**src/rtl/pq_keccak_pkg.sv**
```systemverilog
// Shared types and defaults for the Keccak-f[1600] sequencing logic in the PQ accelerator.
package pq_keccak_pkg;

   localparam int unsigned KECCAK_NUM_ROUNDS = 24;
   localparam int unsigned KECCAK_ROUND_W    = 5;

   typedef enum logic [1:0] {KS_IDLE, KS_RUN, KS_DONE} keccak_seq_state_e;

endpackage

```
**src/rtl/pq_keccak_round_seq.sv**
```systemverilog
// Round sequencer for the Keccak-f[1600] datapath: one start pulse runs a full permutation,
// issuing one round write per unstalled cycle and holding the ID stage until done.
module pq_keccak_round_seq
   import pq_keccak_pkg::*;
#(
   parameter int unsigned NUM_ROUNDS = KECCAK_NUM_ROUNDS,
   parameter int unsigned ROUND_W    = KECCAK_ROUND_W
) (
   input  logic               clk,
   input  logic               rst_n,
   input  logic               keccak_start_i,
   input  logic               stall_i,
   input  logic               abort_i,
   output logic               keccak_f_start_o,
   output logic [ROUND_W-1:0] keccak_round_o,
   output logic               keccak_rst_o,
   output logic               busy_o,
   output logic               done_o
);

   // Compare in ROUND_W bits so NUM_ROUNDS == 2**ROUND_W still terminates correctly.
   localparam logic [ROUND_W-1:0] LAST_ROUND = ROUND_W'(NUM_ROUNDS - 1);

   if (NUM_ROUNDS < 1 || NUM_ROUNDS > (1 << ROUND_W)) begin : g_bad_num_rounds
      $error("pq_keccak_round_seq: NUM_ROUNDS must lie in 1..2**ROUND_W");
   end

   keccak_seq_state_e  state_q;
   logic [ROUND_W-1:0] cnt_q;
   logic               in_run;
   logic               advance;

   assign in_run  = (state_q == KS_RUN);
   assign advance = in_run & ~stall_i & ~abort_i;

   assign keccak_f_start_o = advance;
   assign keccak_rst_o     = advance & (cnt_q == '0);
   assign keccak_round_o   = in_run ? cnt_q : '0;
   assign busy_o           = (state_q != KS_IDLE);
   assign done_o           = (state_q == KS_DONE) & ~abort_i;

   always_ff @(posedge clk or negedge rst_n) begin
      if (!rst_n) begin
         state_q <= KS_IDLE;
         cnt_q   <= '0;
      end else begin
         unique case (state_q)
            KS_IDLE: begin
               if (keccak_start_i && !abort_i) begin
                  state_q <= KS_RUN;
                  cnt_q   <= '0;
               end
            end
            KS_RUN: begin
               // Abort beats stall, stall beats progress.
               if (abort_i) begin
                  state_q <= KS_IDLE;
                  cnt_q   <= '0;
               end else if (!stall_i) begin
                  if (cnt_q == LAST_ROUND) begin
                     state_q <= KS_DONE;
                     cnt_q   <= '0;
                  end else begin
                     cnt_q <= cnt_q + ROUND_W'(1);
                  end
               end
            end
            KS_DONE: begin
               state_q <= KS_IDLE;
               cnt_q   <= '0;
            end
            default: begin
               state_q <= KS_IDLE;
               cnt_q   <= '0;
            end
         endcase
      end
   end

endmodule
```
**config.mk**
```make
export PLATFORM = sky130hd
export DESIGN_NAME = pq_keccak_round_seq
export DESIGN_NICKNAME = d
export VERILOG_FILES = /design/src/rtl/pq_keccak_pkg.sv /design/src/rtl/pq_keccak_round_seq.sv
export SDC_FILE = /design/constraint.sdc
export NUM_CORES = 1
export LEC_CHECK = 0
export BUFFER_PORTS_ARGS = -buffer_cell sky130_fd_sc_hd__buf_2
export CAP_MARGIN = 0
export CORE_MARGIN = 2
export CORE_UTILIZATION = 35
export DETAILED_ROUTE_END_ITERATION = 7
export GPL_TIMING_DRIVEN = 0
export PLACE_DENSITY = 0.6
export RECOVER_POWER = 25
export REMOVE_ABC_BUFFERS = 1
export SYNTH_ARGS = -nofsm -noshare
export SYNTH_HDL_FRONTEND = slang
export SYNTH_SLANG_ARGS = --single-unit
```
**constraint.sdc**
```tcl
create_clock -name clk -period 2.45 [get_ports clk]
set_input_delay 0.3675 -clock clk [delete_from_list [all_inputs] [get_ports clk]]
set_output_delay 0.3675 -clock clk [all_outputs]
set_load 0.005 [all_outputs]
```
==> key figures, run 1 <==
Worst setup path
  – Crit path required time: 2.08 ns
  – Reg-to-Reg Start: cnt_q[0]
  – CP max FO: 8
  – CP Cell Sequence: nor4b_4 -> and4_2 -> buf_2
  – Slowest library cell on the worst path: nor4b_4
  – CP max stage delay: between 0.5 and 0.6 ns
  – Critical path class: reg -> out
  – Crit path from: state_q[1]
  – CP arrival: 1.59 ns
  – Worst Setup End Kind: primary output
  – Startpoint types: flop

STA
  – Final setup viols: 0
  – Hold Fails Final Rpt: 0
  – Skew final: around 0.0030 ns
  – RSZ-0062 raised after global routing: false
  – Final Cycle Share: roughly four fifths
  – Fin. max-slew vios: 0
  – Tmin final: between 1.5 and 2 ns
  – Peak Freq: about 0.51 GHz
  – Final TNS setup: 0 ns
  – Hold_ws: a little under 0.4 ns
  – Worst Max-Slew Pin Slew: around 0.46 ns
  – Slew margin rel.: just under 70%

Yosys
  – Synth Warn #: 0
  – Synth Instances: 49
  – Dominant cells by area after synthesis: dfrtp_1 (38%), and2_1 (6.8%), ha_1 (5.4%)
  – Synth Register Bits: 7
  – XOR/XNOR Fraction of Synth Area: 0%
  – Post-synth top area cell: dfrtp_1
  – Post-synth EDFFs: 0
  – Most used DFF post-synth: dfrtp_1
  – Seq/Total Area, Yosys: 38.1%
  – Compound-cell area share of the yosys netlist: 13.9%
  – Ys async rst share: between 90% and 100%
  – Most instantiated library cell after synthesis: dfrtp_1
  – Synth cell types: 24
  – Synth top cells by count: dfrtp_1 (7), and2_1 (5), inv_1 (5), nor2_1 (5), o21ai_0 (3)
  – Mux contribution to synthesized area: 0%
  – Mean post-synth cell area: 9.37 µm²
  – Cell area after synthesis: ~460 µm²
  – Adder-cell share of the synthesized area: about 5.4%
  – Synth Area in Simple Gates: slightly below 40%
  – Yosys top cell area share: a little under two fifths
  – Largest family of logic cells by synthesized area: simple AND/OR/NAND/NOR gates

Clock network
  – Clock buffer depth: 2
  – Total CTS buffers: 3
  – TritonCTS clock tree: yes
  – Latest clock arrival within the worst-skew pair: 0.24 ns
  – Clk slew on worst S/H paths: 0.05 ns
  – Clock sinks: 7
  – # H-tree levels: 1
  – Clock root cell: clkbuf_4
  – Post-CTS Setup Inserts: 0

Floorplan
  – IO Pins: 14
  – Num rows: 13
  – Die ar.: 1620 µm²
  – Die Wd: ~40 µm
  – Core ar.: ~1300 µm²
  – Die Ht: around 40 µm
  – Initial Utilization: between 30% and 40%

Cells and area
  – Layout cells sized above 1: 31.3%
  – Non-Filler Instances: 82
  – ANT cells: 0
  – Fin nets: between 70 and 80
  – Area delta synth->final: 25.9%

Routing
  – Via Count: about 410
  – Via/cell ratio: approximately 5.0
  – DRT iter0 DRCs: 11
  – Final ANT Viol Nets: 0
  – Number of remaining DRC errors: 0
  – Routed wire per std cell: 10.9 µm
  – First-pass DRT Iterations: 4
  – Final WL: between 800 and 900 µm

Global routing
  – Initial antenna violation count: 0
  – First-pass GRT wire length: 1310 µm
  – Met1 global-route usage: roughly 14%
  – Met3 Use GR: roughly 1.7%
  – Met2 GRT Util: between 20% and 30%
  – Vias in the first global route: approximately 340
  – Largest net degree at the start of global routing: 9
  – GRT Max-Usage Layer: met2
  – GR Util All Layers: about an eighth
  – Overflow after GRT: 0

Min path
  – Hold Crit Class: in -> reg
  – HP Start: abort_i

Power and ir drop
  – Pwr per Cell Area: 457 nW/µm²
  – Leak: 0.277 nW
  – Design Power: ~0.00026 W
  – VDD IR-drop max: approximately 0.00021 V

Placement
  – RD Place Congestion: between 0.6 and 0.7
  – DP Cell Count: 77
  – Hpwl dp: approximately 700 µm
  – Number of port buffers: 13

Job
  – # Max-Cap Violations: 0

Status
  – Run status: finished clean
==> power by group <==
group,switching [W],internal [W],total [W]
combinational,0.0000196,0.0000177,0.0000372
sequential,0.00000620,0.000121,0.000127
clock,0.0000379,0.0000618,0.0000997
total,0.0000636,0.000200,0.000264
==> worst paths after layout <==
kind                       cells after the start           end  slack [ns]
setup / recovery                               3  keccak_rst_o        0.49
hold / removal                                 2    state_q[0]        0.39
setup reg to reg                               4    state_q[0]        0.97
hold reg to reg                                1      cnt_q[3]        0.56
max in group asynchronous                      2    state_q[0]        1.62
min in group asynchronous                      2      cnt_q[1]        0.55
==> cells by family after synthesis <==
group / Yosys count
fa+ha+maj: 2
buf+inv: 5
flops: 7
simple gates: 26
compound gates: 9
==> stage by stage <==
stage	utilization, %	setup WS, ns	instance area, µm²
2_1_floorplan	-	0.944	459
3_3_place_gp	42.8	0.721	543
3_5_place_dp	42.8	0.718	543
4_1_cts	45.7	0.476	579
5_1_grt	45.6	0.420	578
6_report	45.6	0.490	578
==> cell usage in the layout, fill, tap and decap left out, drive strengths merged, types with 2 or more instances in the layout <==
cell type and count:
buf 12, dfrtp 7, and2 6, inv 5, nor2 5, clkbuf 5
o21ai 3, nand2b 2, nand2 2, nand3 2, a31oi 2, ha 2
==> registers in the layout (all words and copies together), names as in the netlist <==
signal   count
state_q      2
cnt_q        5
==> layer usage <==
metal | routed length [µm] | share of wire, % | up-vias
met4 | 5 | 0.56 | 0
met1 | 423 | 47 | 187
met3 | 42 | 4.7 | 2
met5 | 0 | 0 | -
li1 | - | - | 213
met2 | 425 | 47 | 11
==> area by class of cell <==
type	instances	area [µm²]
Inverter	5	18.8
Sequential cell	7	175
Tap cell	15	18.8
Clock buffer	4	26.3
Multi-Input combinational cell	37	265
Timing Repair Buffer	14	73.8
Fill cell	124	691
==> worst max-delay path, delay by kind of cell (launching register included) <==
kind,cells,cell delay [ns]
buffers and inverters,1,0.10
flip-flops,1,0.45
AND/OR/NAND/NOR,2,0.79
==> timing repair <==
item | CTS | global route
hold buffers | 1 | 0
hold endpoints to repair | 7 | 0
gates resized for setup | 0 | 0
endpoints found under the setup margin | 0 | 0
(Power assumes the default switching activity.)
==> inputs of run 2 (changes only) <==
==> constraint.sdc (replaced) <==
create_clock -name clk -period 1.9 [get_ports clk]
set_input_delay 0.285 -clock clk [delete_from_list [all_inputs] [get_ports clk]]
set_output_delay 0.285 -clock clk [all_outputs]
set_load 0.005 [all_outputs]
==> key figures, run 2 (synthesis results as in run 1) <==
Status
  – Run status: finished clean (unchanged)

STA
  – Skew final: 0.00305 ns (about the same)
  – Hold Fails Final Rpt: 0 (unchanged)
  – Slew margin rel.: 69.1% (about the same)
  – Fin. max-slew vios: 0 (unchanged)
  – Final setup viols: 0 (unchanged)
  – Final TNS setup: 0 ns (unchanged)
  – Tmin final: 1.81 ns
  – Final Cycle Share: a little over nine tenths
  – Peak Freq: approximately 0.55 GHz
  – RSZ-0062 raised after global routing: false (unchanged)
  – Worst Max-Slew Pin Slew: 0.461 ns (about the same)

Worst setup path
  – CP arrival: 1.53 ns (was 1.59 ns)
  – CP max FO: 8 (unchanged)
  – Startpoint types: flop (unchanged)
  – Crit path required time: 1.62 ns (was 2.08 ns)
  – Worst reg2reg path depth: 4 (unchanged)
  – Worst Setup End Kind: primary output (unchanged)
  – Crit path from: state_q[1] (unchanged)
  – R2r endpoint: state_q[0] (unchanged)
  – Critical path class: reg -> out (unchanged)
  – FF-to-FF setup slack: 0.41 ns (was 0.97 ns)
  – Reg-to-Reg Start: cnt_q[0] (unchanged)

Floorplan
  – Num rows: 13 (unchanged)
  – Die Wd: 40.2 µm (unchanged)
  – Die Ht: 40.2 µm (unchanged)
  – Die ar.: 1620 µm² (unchanged)
  – IO Pins: 14 (unchanged)
  – Core ar.: 1270 µm² (unchanged)
  – Initial Utilization: 36.2% (unchanged)

Cells and area
  – Most frequent cells in the layout: buf_2 (12), dfrtp_1 (7), inv_1 (5), and2_1 (5), nor2_1 (5) (unchanged)
  – Top reg by flops: cnt_q (unchanged)
  – ANT cells: 0 (unchanged)
  – FF+latch area: 175 µm² (unchanged)
  – Most common cell after layout, fill and taps aside: buf_2 (unchanged)
  – Area delta synth->final: 25.9% (unchanged)
  – Top flop regs: cnt_q (5), state_q (2) (unchanged)
  – Max reg flops: 5 (unchanged)
  – Post-layout util: 45.6% (unchanged)
  – Layout cells sized above 1: 31.3% (unchanged)
  – Fin nets: 75 (unchanged)
  – Multi-input gate area: 265 µm² (unchanged)
  – Fillers: 124 (unchanged)

Clock network
  – Clk slew on worst S/H paths: 0.05 ns (about the same)
  – # H-tree levels: 1 (unchanged)
  – Clock sinks: 7 (unchanged)
  – Clock buffer depth: 2 (unchanged)
  – Total CTS buffers: 3 (unchanged)
  – TritonCTS clock tree: yes (unchanged)
  – Latest clock arrival within the worst-skew pair: 0.24 ns (about the same)
  – Post-CTS resize count: 0 (unchanged)
  – Clock root cell: clkbuf_4 (unchanged)

Routing
  – DRT iter0 DRCs: 11 (unchanged)
  – Via Count: 414 (was 413)
  – Routed wire per std cell: 11.0 µm (was 10.9 µm)
  – First-pass DRT Iterations: 4 (unchanged)
  – Number of remaining DRC errors: 0 (unchanged)
  – Via/cell ratio: 5.05 (was 5.04)
  – Final ANT Viol Nets: 0 (unchanged)
  – Final WL: 898 µm (was 896 µm)

Placement
  – RD Place Congestion: 0.698 (unchanged)
  – Number of port buffers: 13 (unchanged)
  – Hpwl dp: 701 µm (unchanged)

Min path
  – Hold path cells: 2 (unchanged)
  – HP Start: abort_i (unchanged)
  – WHS Endpoint: state_q[0] (unchanged)
  – Hold Crit Class: in -> reg (unchanged)

Job
  – # Max-Cap Violations: 0 (unchanged)

Global routing
  – First-pass GRT wire length: 1310 µm (unchanged)
  – Initial antenna violation count: 0 (unchanged)
  – Vias in the first global route: 339 (unchanged)
  – Largest net degree at the start of global routing: 9 (unchanged)
  – Overflow after GRT: 0 (unchanged)
  – GR Util All Layers: 12.1% (unchanged)

Power and ir drop
  – Leak: 0.277 nW (about the same)
  – Pwr per Cell Area: 589 nW/µm² (was 457 nW/µm²)
  – VDD IR-drop max: 0.000277 V (was 0.000215 V)
## run 2: repair_timing
action                     in CTS  in global routing
setup endpoints to repair       0                  1
hold endpoints to repair        7                  0
hold buffers                    1                  0
buffers inserted                0                  0
## run 2: worst max path at each step
stage	to	slack [ns]	cells after the start
floorplan	keccak_rst_o	0.48	2
global placement	keccak_rst_o	0.28	3
detailed placement	keccak_rst_o	0.27	3
CTS	keccak_rst_o	0.009	3
global route	keccak_rst_o	0.01	3
finish	keccak_rst_o	0.09	3
## run 2: area by class of cell
cell class / count / share of cell area [%]
inverter: 5 / 3.25
clock buffer: 4 / 4.55
sequential: 7 / 30.3
multi-input combinational: 37 / 45.9
timing repair buffer: 14 / 12.8
tap: 15 / 3.25
## run 2: worst max-delay path, cell delays in order (launching register included)
cell	delay, ns
dfrtp_1	0.45
nor4b_4	0.45
and4_2	0.28
buf_2	0.10
## run 2: routing by layer
layer / vias to the layer above / routed length [µm] / track usage, %
li1: 213 / - / -
met1: 188 / 426 / 13.6
met2: 11 / 423 / 21.4
met3: 2 / 42 / 1.67
met4: 0 / 5 / 7.50
met5: - / 0 / 0
## run 2: per-stage QoR
step	setup WS, ns	std cells	hold slack [ns]	area, µm²	total power (W)
after floorplan	0.476	49	-0.0106	459	0.000192
after global placement	0.277	77	0.123	543	0.000213
after detailed placement	0.272	77	0.125	543	0.000214
after CTS	0.00880	82	0.310	579	0.000347
after global routing	0.0135	82	0.325	578	0.000364
final	0.0875	82	0.311	578	0.000341
## run 2: power by group
| group | internal, W | total, W | leakage (nW) | switching (W) |
|---|---|---|---|---|
| registers | 0.000156 | 0.000164 | 0.0954 | 0.00000799 |
| logic | 0.0000229 | 0.0000482 | 0.167 | 0.0000253 |
| clock network | 0.0000797 | 0.000129 | 0.0150 | 0.0000488 |
